## config.mk

```make
export PLATFORM = sky130hd
export DESIGN_NAME = regfile_2r1w_sync
export DESIGN_NICKNAME = d
export VERILOG_FILES = /design/src/rtl/regfile_2r1w_sync.sv
export SDC_FILE = /design/constraint.sdc
export NUM_CORES = 1
export LEC_CHECK = 0
export ABC_AREA = 1
export CAP_MARGIN = 20
export CORE_ASPECT_RATIO = 0.75
export CORE_MARGIN = 2
export CORE_UTILIZATION = 45
export CTS_CLUSTER_DIAMETER = 50
export DETAILED_ROUTE_END_ITERATION = 8
export RECOVER_POWER = 100
export SLEW_MARGIN = 40
export SYNTH_ARGS = -nofsm -noshare
export SYNTH_HDL_FRONTEND = slang
export SYNTH_SLANG_ARGS = --single-unit
```

## constraint.sdc

```tcl
create_clock -name clk -period 6.1 [get_ports clk]
set_clock_uncertainty 0.05 [all_clocks]
set_input_delay 1.525 -clock clk [delete_from_list [all_inputs] [get_ports clk]]
set_output_delay 1.525 -clock clk [all_outputs]
set_load 0.01 [all_outputs]
```

## src/rtl/regfile_2r1w_sync.sv

```systemverilog
// Purpose: parametrised 2-read/1-write flip-flop register file with byte-masked writes and a sequenced zero-fill engine.
// Latency: reads are registered, data and valid pulse one edge after the request; a write is visible to a same-edge read (write-first bypass).
// Backpressure: none on the ports; while Busy is high all read, write and clear requests are ignored.
//
// Ports:
//   clk, reset             - clock and synchronous active-high reset (reset starts a full clear)
//   ClearReq / Busy        - request a zero-fill when idle / high while the clear engine runs
//   WriteEn, WriteReg,
//   WriteData, WriteByteEn - write strobe, address, data and per-byte enable
//   ReadEnX, ReadRegX      - read request and address for port X (A or B)
//   ReadDataX, ReadValidX  - registered read data and its one-cycle valid pulse
module regfile_2r1w_sync #(
    parameter int DATA_W   = 16,
    parameter int DEPTH    = 8,
    parameter int ADDR_W   = 3,
    parameter int ZERO_REG = 0
) (
    input  logic                  clk,
    input  logic                  reset,
    input  logic                  ClearReq,
    output logic                  Busy,
    input  logic                  WriteEn,
    input  logic [ADDR_W-1:0]     WriteReg,
    input  logic [DATA_W-1:0]     WriteData,
    input  logic [DATA_W/8-1:0]   WriteByteEn,
    input  logic                  ReadEnA,
    input  logic [ADDR_W-1:0]     ReadRegA,
    output logic [DATA_W-1:0]     ReadDataA,
    output logic                  ReadValidA,
    input  logic                  ReadEnB,
    input  logic [ADDR_W-1:0]     ReadRegB,
    output logic [DATA_W-1:0]     ReadDataB,
    output logic                  ReadValidB
);

    localparam int NB = DATA_W / 8;
    localparam logic [ADDR_W-1:0] LAST_IDX = ADDR_W'(DEPTH - 1);

    typedef enum logic {IDLE, CLEAR} state_t;

    state_t              state, stateNext;
    logic [ADDR_W-1:0]   ClrIdx, clrIdxNext;
    logic [DATA_W-1:0]   mem [DEPTH];

    logic [DATA_W-1:0]   oldWord, mergedWord, memA, memB, rdWordA, rdWordB;
    logic                wrHit;

    assign Busy = (state == CLEAR);

    // An address is usable when it maps to a real entry and is not the
    // hardwired-zero entry. Unusable addresses drop writes and read as 0.
    function automatic logic addrOk(input logic [ADDR_W-1:0] a);
        return ({1'b0, a} < (ADDR_W + 1)'(DEPTH)) && !((ZERO_REG != 0) && (a == '0));
    endfunction

    // ---------------- clear FSM ----------------
    always_ff @(posedge clk) begin
        if (reset) begin
            state  <= CLEAR;
            ClrIdx <= '0;
        end else begin
            state  <= stateNext;
            ClrIdx <= clrIdxNext;
        end
    end

    always_comb begin
        stateNext  = state;
        clrIdxNext = ClrIdx;
        case (state)
            IDLE: begin
                if (ClearReq) begin
                    stateNext  = CLEAR;
                    clrIdxNext = '0;
                end
            end
            CLEAR: begin
                if (ClrIdx == LAST_IDX) begin
                    stateNext  = IDLE;
                    clrIdxNext = '0;
                end else begin
                    clrIdxNext = ClrIdx + ADDR_W'(1);
                end
            end
            default: begin
                stateNext  = CLEAR;
                clrIdxNext = '0;
            end
        endcase
    end

    // ---------------- array read muxes and write merge ----------------
    always_comb begin
        oldWord = '0;
        memA    = '0;
        memB    = '0;
        for (int i = 0; i < DEPTH; i++) begin
            if (WriteReg == ADDR_W'(i)) oldWord = mem[i];
            if (ReadRegA == ADDR_W'(i)) memA    = mem[i];
            if (ReadRegB == ADDR_W'(i)) memB    = mem[i];
        end
        mergedWord = oldWord;
        for (int b = 0; b < NB; b++) begin
            if (WriteByteEn[b]) mergedWord[8*b +: 8] = WriteData[8*b +: 8];
        end
    end

    // A ClearReq edge drops the write that accompanies it.
    assign wrHit = !Busy && !ClearReq && WriteEn && addrOk(WriteReg);

    // Write-first: a read of the word being written sees the merged result.
    always_comb begin
        rdWordA = '0;
        rdWordB = '0;
        if (addrOk(ReadRegA)) rdWordA = (wrHit && (ReadRegA == WriteReg)) ? mergedWord : memA;
        if (addrOk(ReadRegB)) rdWordB = (wrHit && (ReadRegB == WriteReg)) ? mergedWord : memB;
    end

    // Storage has no reset of its own; reset starts the clear engine which
    // zero-fills it one entry per edge.
    always_ff @(posedge clk) begin
        if (!reset) begin
            for (int i = 0; i < DEPTH; i++) begin
                if (Busy && (ClrIdx == ADDR_W'(i))) begin
                    mem[i] <= '0;
                end else if (wrHit && (WriteReg == ADDR_W'(i))) begin
                    mem[i] <= mergedWord;
                end
            end
        end
    end

    // ---------------- registered read ports ----------------
    always_ff @(posedge clk) begin
        if (reset) begin
            ReadDataA  <= '0;
            ReadValidA <= 1'b0;
            ReadDataB  <= '0;
            ReadValidB <= 1'b0;
        end else begin
            ReadValidA <= !Busy && ReadEnA;
            ReadValidB <= !Busy && ReadEnB;
            if (!Busy && ReadEnA) ReadDataA <= rdWordA;
            if (!Busy && ReadEnB) ReadDataB <= rdWordB;
        end
    end

endmodule

```

==> metrics.txt <==
fin nets=1359; ANT nets after route=0; port bufs=67; Period minus WS final=5.149 ns; placeable core area=0.02217 sq mm; Core Util, Final=51.41%; DR pass1 iterations=6; row count=47; Multi-input gate area=0.004703 sq mm; status=finished, violations left; CP arrival=5.14 ns; Hold Fails Final Rpt=0; Boundary Pins=68; DRT iter0 DRCs=1233; die width=177.8 um; Clock Tree Buf Depth=2; Total Power=2.678 mW; Final Setup Violations=0; ys flop type=edfxtp_1; YS warnings=0; largest net degree at the start of global routing=52; Initial Util=46.01%; adder-cell share of the synthesized area=0.7360%; worst slew pin tran=1.622 ns; worst vdd ir=177.8 uV; Flop pwr share=46.6%; combinational power share=12.7%; design area=0.01140 sq mm; post-CTS sizing=0; synthesized-area fraction occupied by xor and xnor cells=0.1717%; worst relative slew slack=-8.119%; Post-synth ARST share=0%; routed wire length=34440 um; GP Congestion=0.9220; post-CTS setup buffer count=0; max frequency=194.2 MHz; share of layout cells above drive strength 1=8.777%; clock latency on the worst-skew pair=0.43 ns; Pint=1.928 mW; DP HPWL=23400 um; H-tree levels=4; antenna violations before repair=0; vias in the first global route=8962; Post-route DRC=0; CP Data Required Time=6.09 ns; post-synth top area share=37.68%; MaxCap Viol Count=2; die area=0.02390 sq mm; Ant. Diodes=0; hold crit path type=register to register; Critical Path End Type=register; wire length per cell=21.17 um; EDFF count, synth=128; final hold slack=0.4140 ns; vias per cell=5.970; sequential cell area=0.004604 sq mm; TritonCTS buffer count=17; Yosys cell types=38; gate count after technology mapping=1285; largest family of logic cells by synthesized area=simple AND/OR/NAND/NOR gates; Post-synth top cells=nor2_1 (277), nand2_1 (255), edfxtp_1 (128), nand3_1 (119), nand4_1 (119); area grow syn2layout=11.74%; setup repair after global routing missed its margin=no; clk slew on worst S/H paths=0.07 ns; placed instance area=0.01105 sq mm; period utilisation layout=84.41%; via count=9714; Worst path slowest cell=nor3_1; Post-CTS Hold Buffers=0; Static Leak=4.229 nW; Largest stage delay, worst path=1.27 ns; Setup CP Type=input pin to register; Slew Viols, Final=45; post-synth net total=1324; Mapped Area=0.01020 sq mm; Yosys top cell by area=edfxtp_1; die height=134.4 um; Synth Area per Inst=7.938 sq um; switching share of power=27.99%; CTS tree=yes; register area share after synthesis=45.14%; critical path, cell by cell=dlygate4sd3_1, buf_4, nor3_1, nand3_2, o31ai_1, clkbuf_1; Layout fillers=2098; Root Buffer=clkbuf_16; CP Launch Type=input pin; setup_tns=0 ns; FF-to-FF path depth=6; clock sinks=166; area fraction in compound gates after synthesis=9.544%; first-pass GRT wire length=52810 um; mux cell area share after synthesis=0%; clock share of power=40.8%; Hold Crit Depth=2; most frequent cell after synthesis=nor2_1; critical-path maximum fanout=16; Post-Synth Simple-Gate Area=37.41%; #FFs+latches synth=166; failing checks=max-capacitance violations, max-slew violations; Total GRT Usage=29.38%; NetSw=0.7495 mW; PwrDens=234.9 mW/mm^2; largest cells by area after synthesis=edfxtp_1 (38%), nor2_1 (10%), nand2_1 (9.4%); GRT Residual Overflow=0
stage by stage:
stage	std cells	worst slack, ns
floorplan	1285	2.066
detailed placement	1595	1.482
finish	1627	0.9509
global route	1627	0.8522
global placement	1593	1.515
CTS	1627	1.913
state kept, by name, summed over array words and instances, names as in the netlist:
name and flops:
ReadValidB 1, ReadDataA 16, ReadValidA 1, mem 128, ClrIdx 3, ReadDataB 16
Busy 1
worst paths after layout:
path	start	end	slack, ns
min	ReadDataA[2]	ReadDataA[2]	0.41
max reg2reg	Busy	mem[0][10]	2.34
max	WriteReg[0]	mem[1][14]	0.95
min reg2reg	ReadDataA[2]	ReadDataA[2]	0.41
cells by family after synthesis:
logic type | after synthesis
and+or+nand+nor | 816
DFF | 166
buffers and inverters | 149
AOI/OAI and AO/OA | 146
adders and majority gates | 6
xor gates and xnor gates | 2
worst max-delay path, delay by kind of cell:
family	cells	cell delay, ns
and+or+nand+nor	2	1.49
buffers and inverters	3	1.95
AOI/OAI and AO/OA	1	0.16
power by group through the flow:
| stage | combinational, mW | clock, mW | sequential, mW |
|---|---|---|---|
| 3_3_place_gp | 0.347 | 0 | 1.27 |
| 2_1_floorplan | 0.228 | 0 | 1.27 |
| 4_1_cts | 0.352 | 1.09 | 1.25 |
| 5_1_grt | 0.363 | 1.14 | 1.25 |
| 6_report | 0.339 | 1.09 | 1.25 |
| 3_5_place_dp | 0.350 | 0 | 1.27 |
layout make-up:
class                           count  share of cell area (%)
Timing Repair Buffer               97                   7.729
Inverter                           68                   2.294
Clock inverter                     14                   1.317
Multi-Input combinational cell    970                   41.27
Tap cell                          294                   3.228
Sequential cell                   166                   40.40
Clock buffer                       18                   3.766
placed cells by master (no fill, tap or decap), drive strengths merged:
master and count:
a21oi 95, a21boi 9, o31ai 1, o32ai 1, bufinv 2, nand2 264
o21a 1, dfxtp 38, clkdlybuf4s50 26, edfxtp 128, clkbuf 27, o211a 1
clkinv 7, nand4 128, o21ai 37, inv 69, dlygate4sd3 40, buf 22
xor2 2, ha 6, nor3 17, clkinvlp 4, nand3 124, nor2 283
o41ai 1
routing by layer:
metal	vias up	wire, um	global-route usage [%]
li1	4502	-	-
met1	4653	15150	43.09
met2	483	15640	44.85
met3	76	2650	4.082
met4	0	1000	9.199
met5	-	0	0
Note: power is estimated with default switching activity, not from simulation.
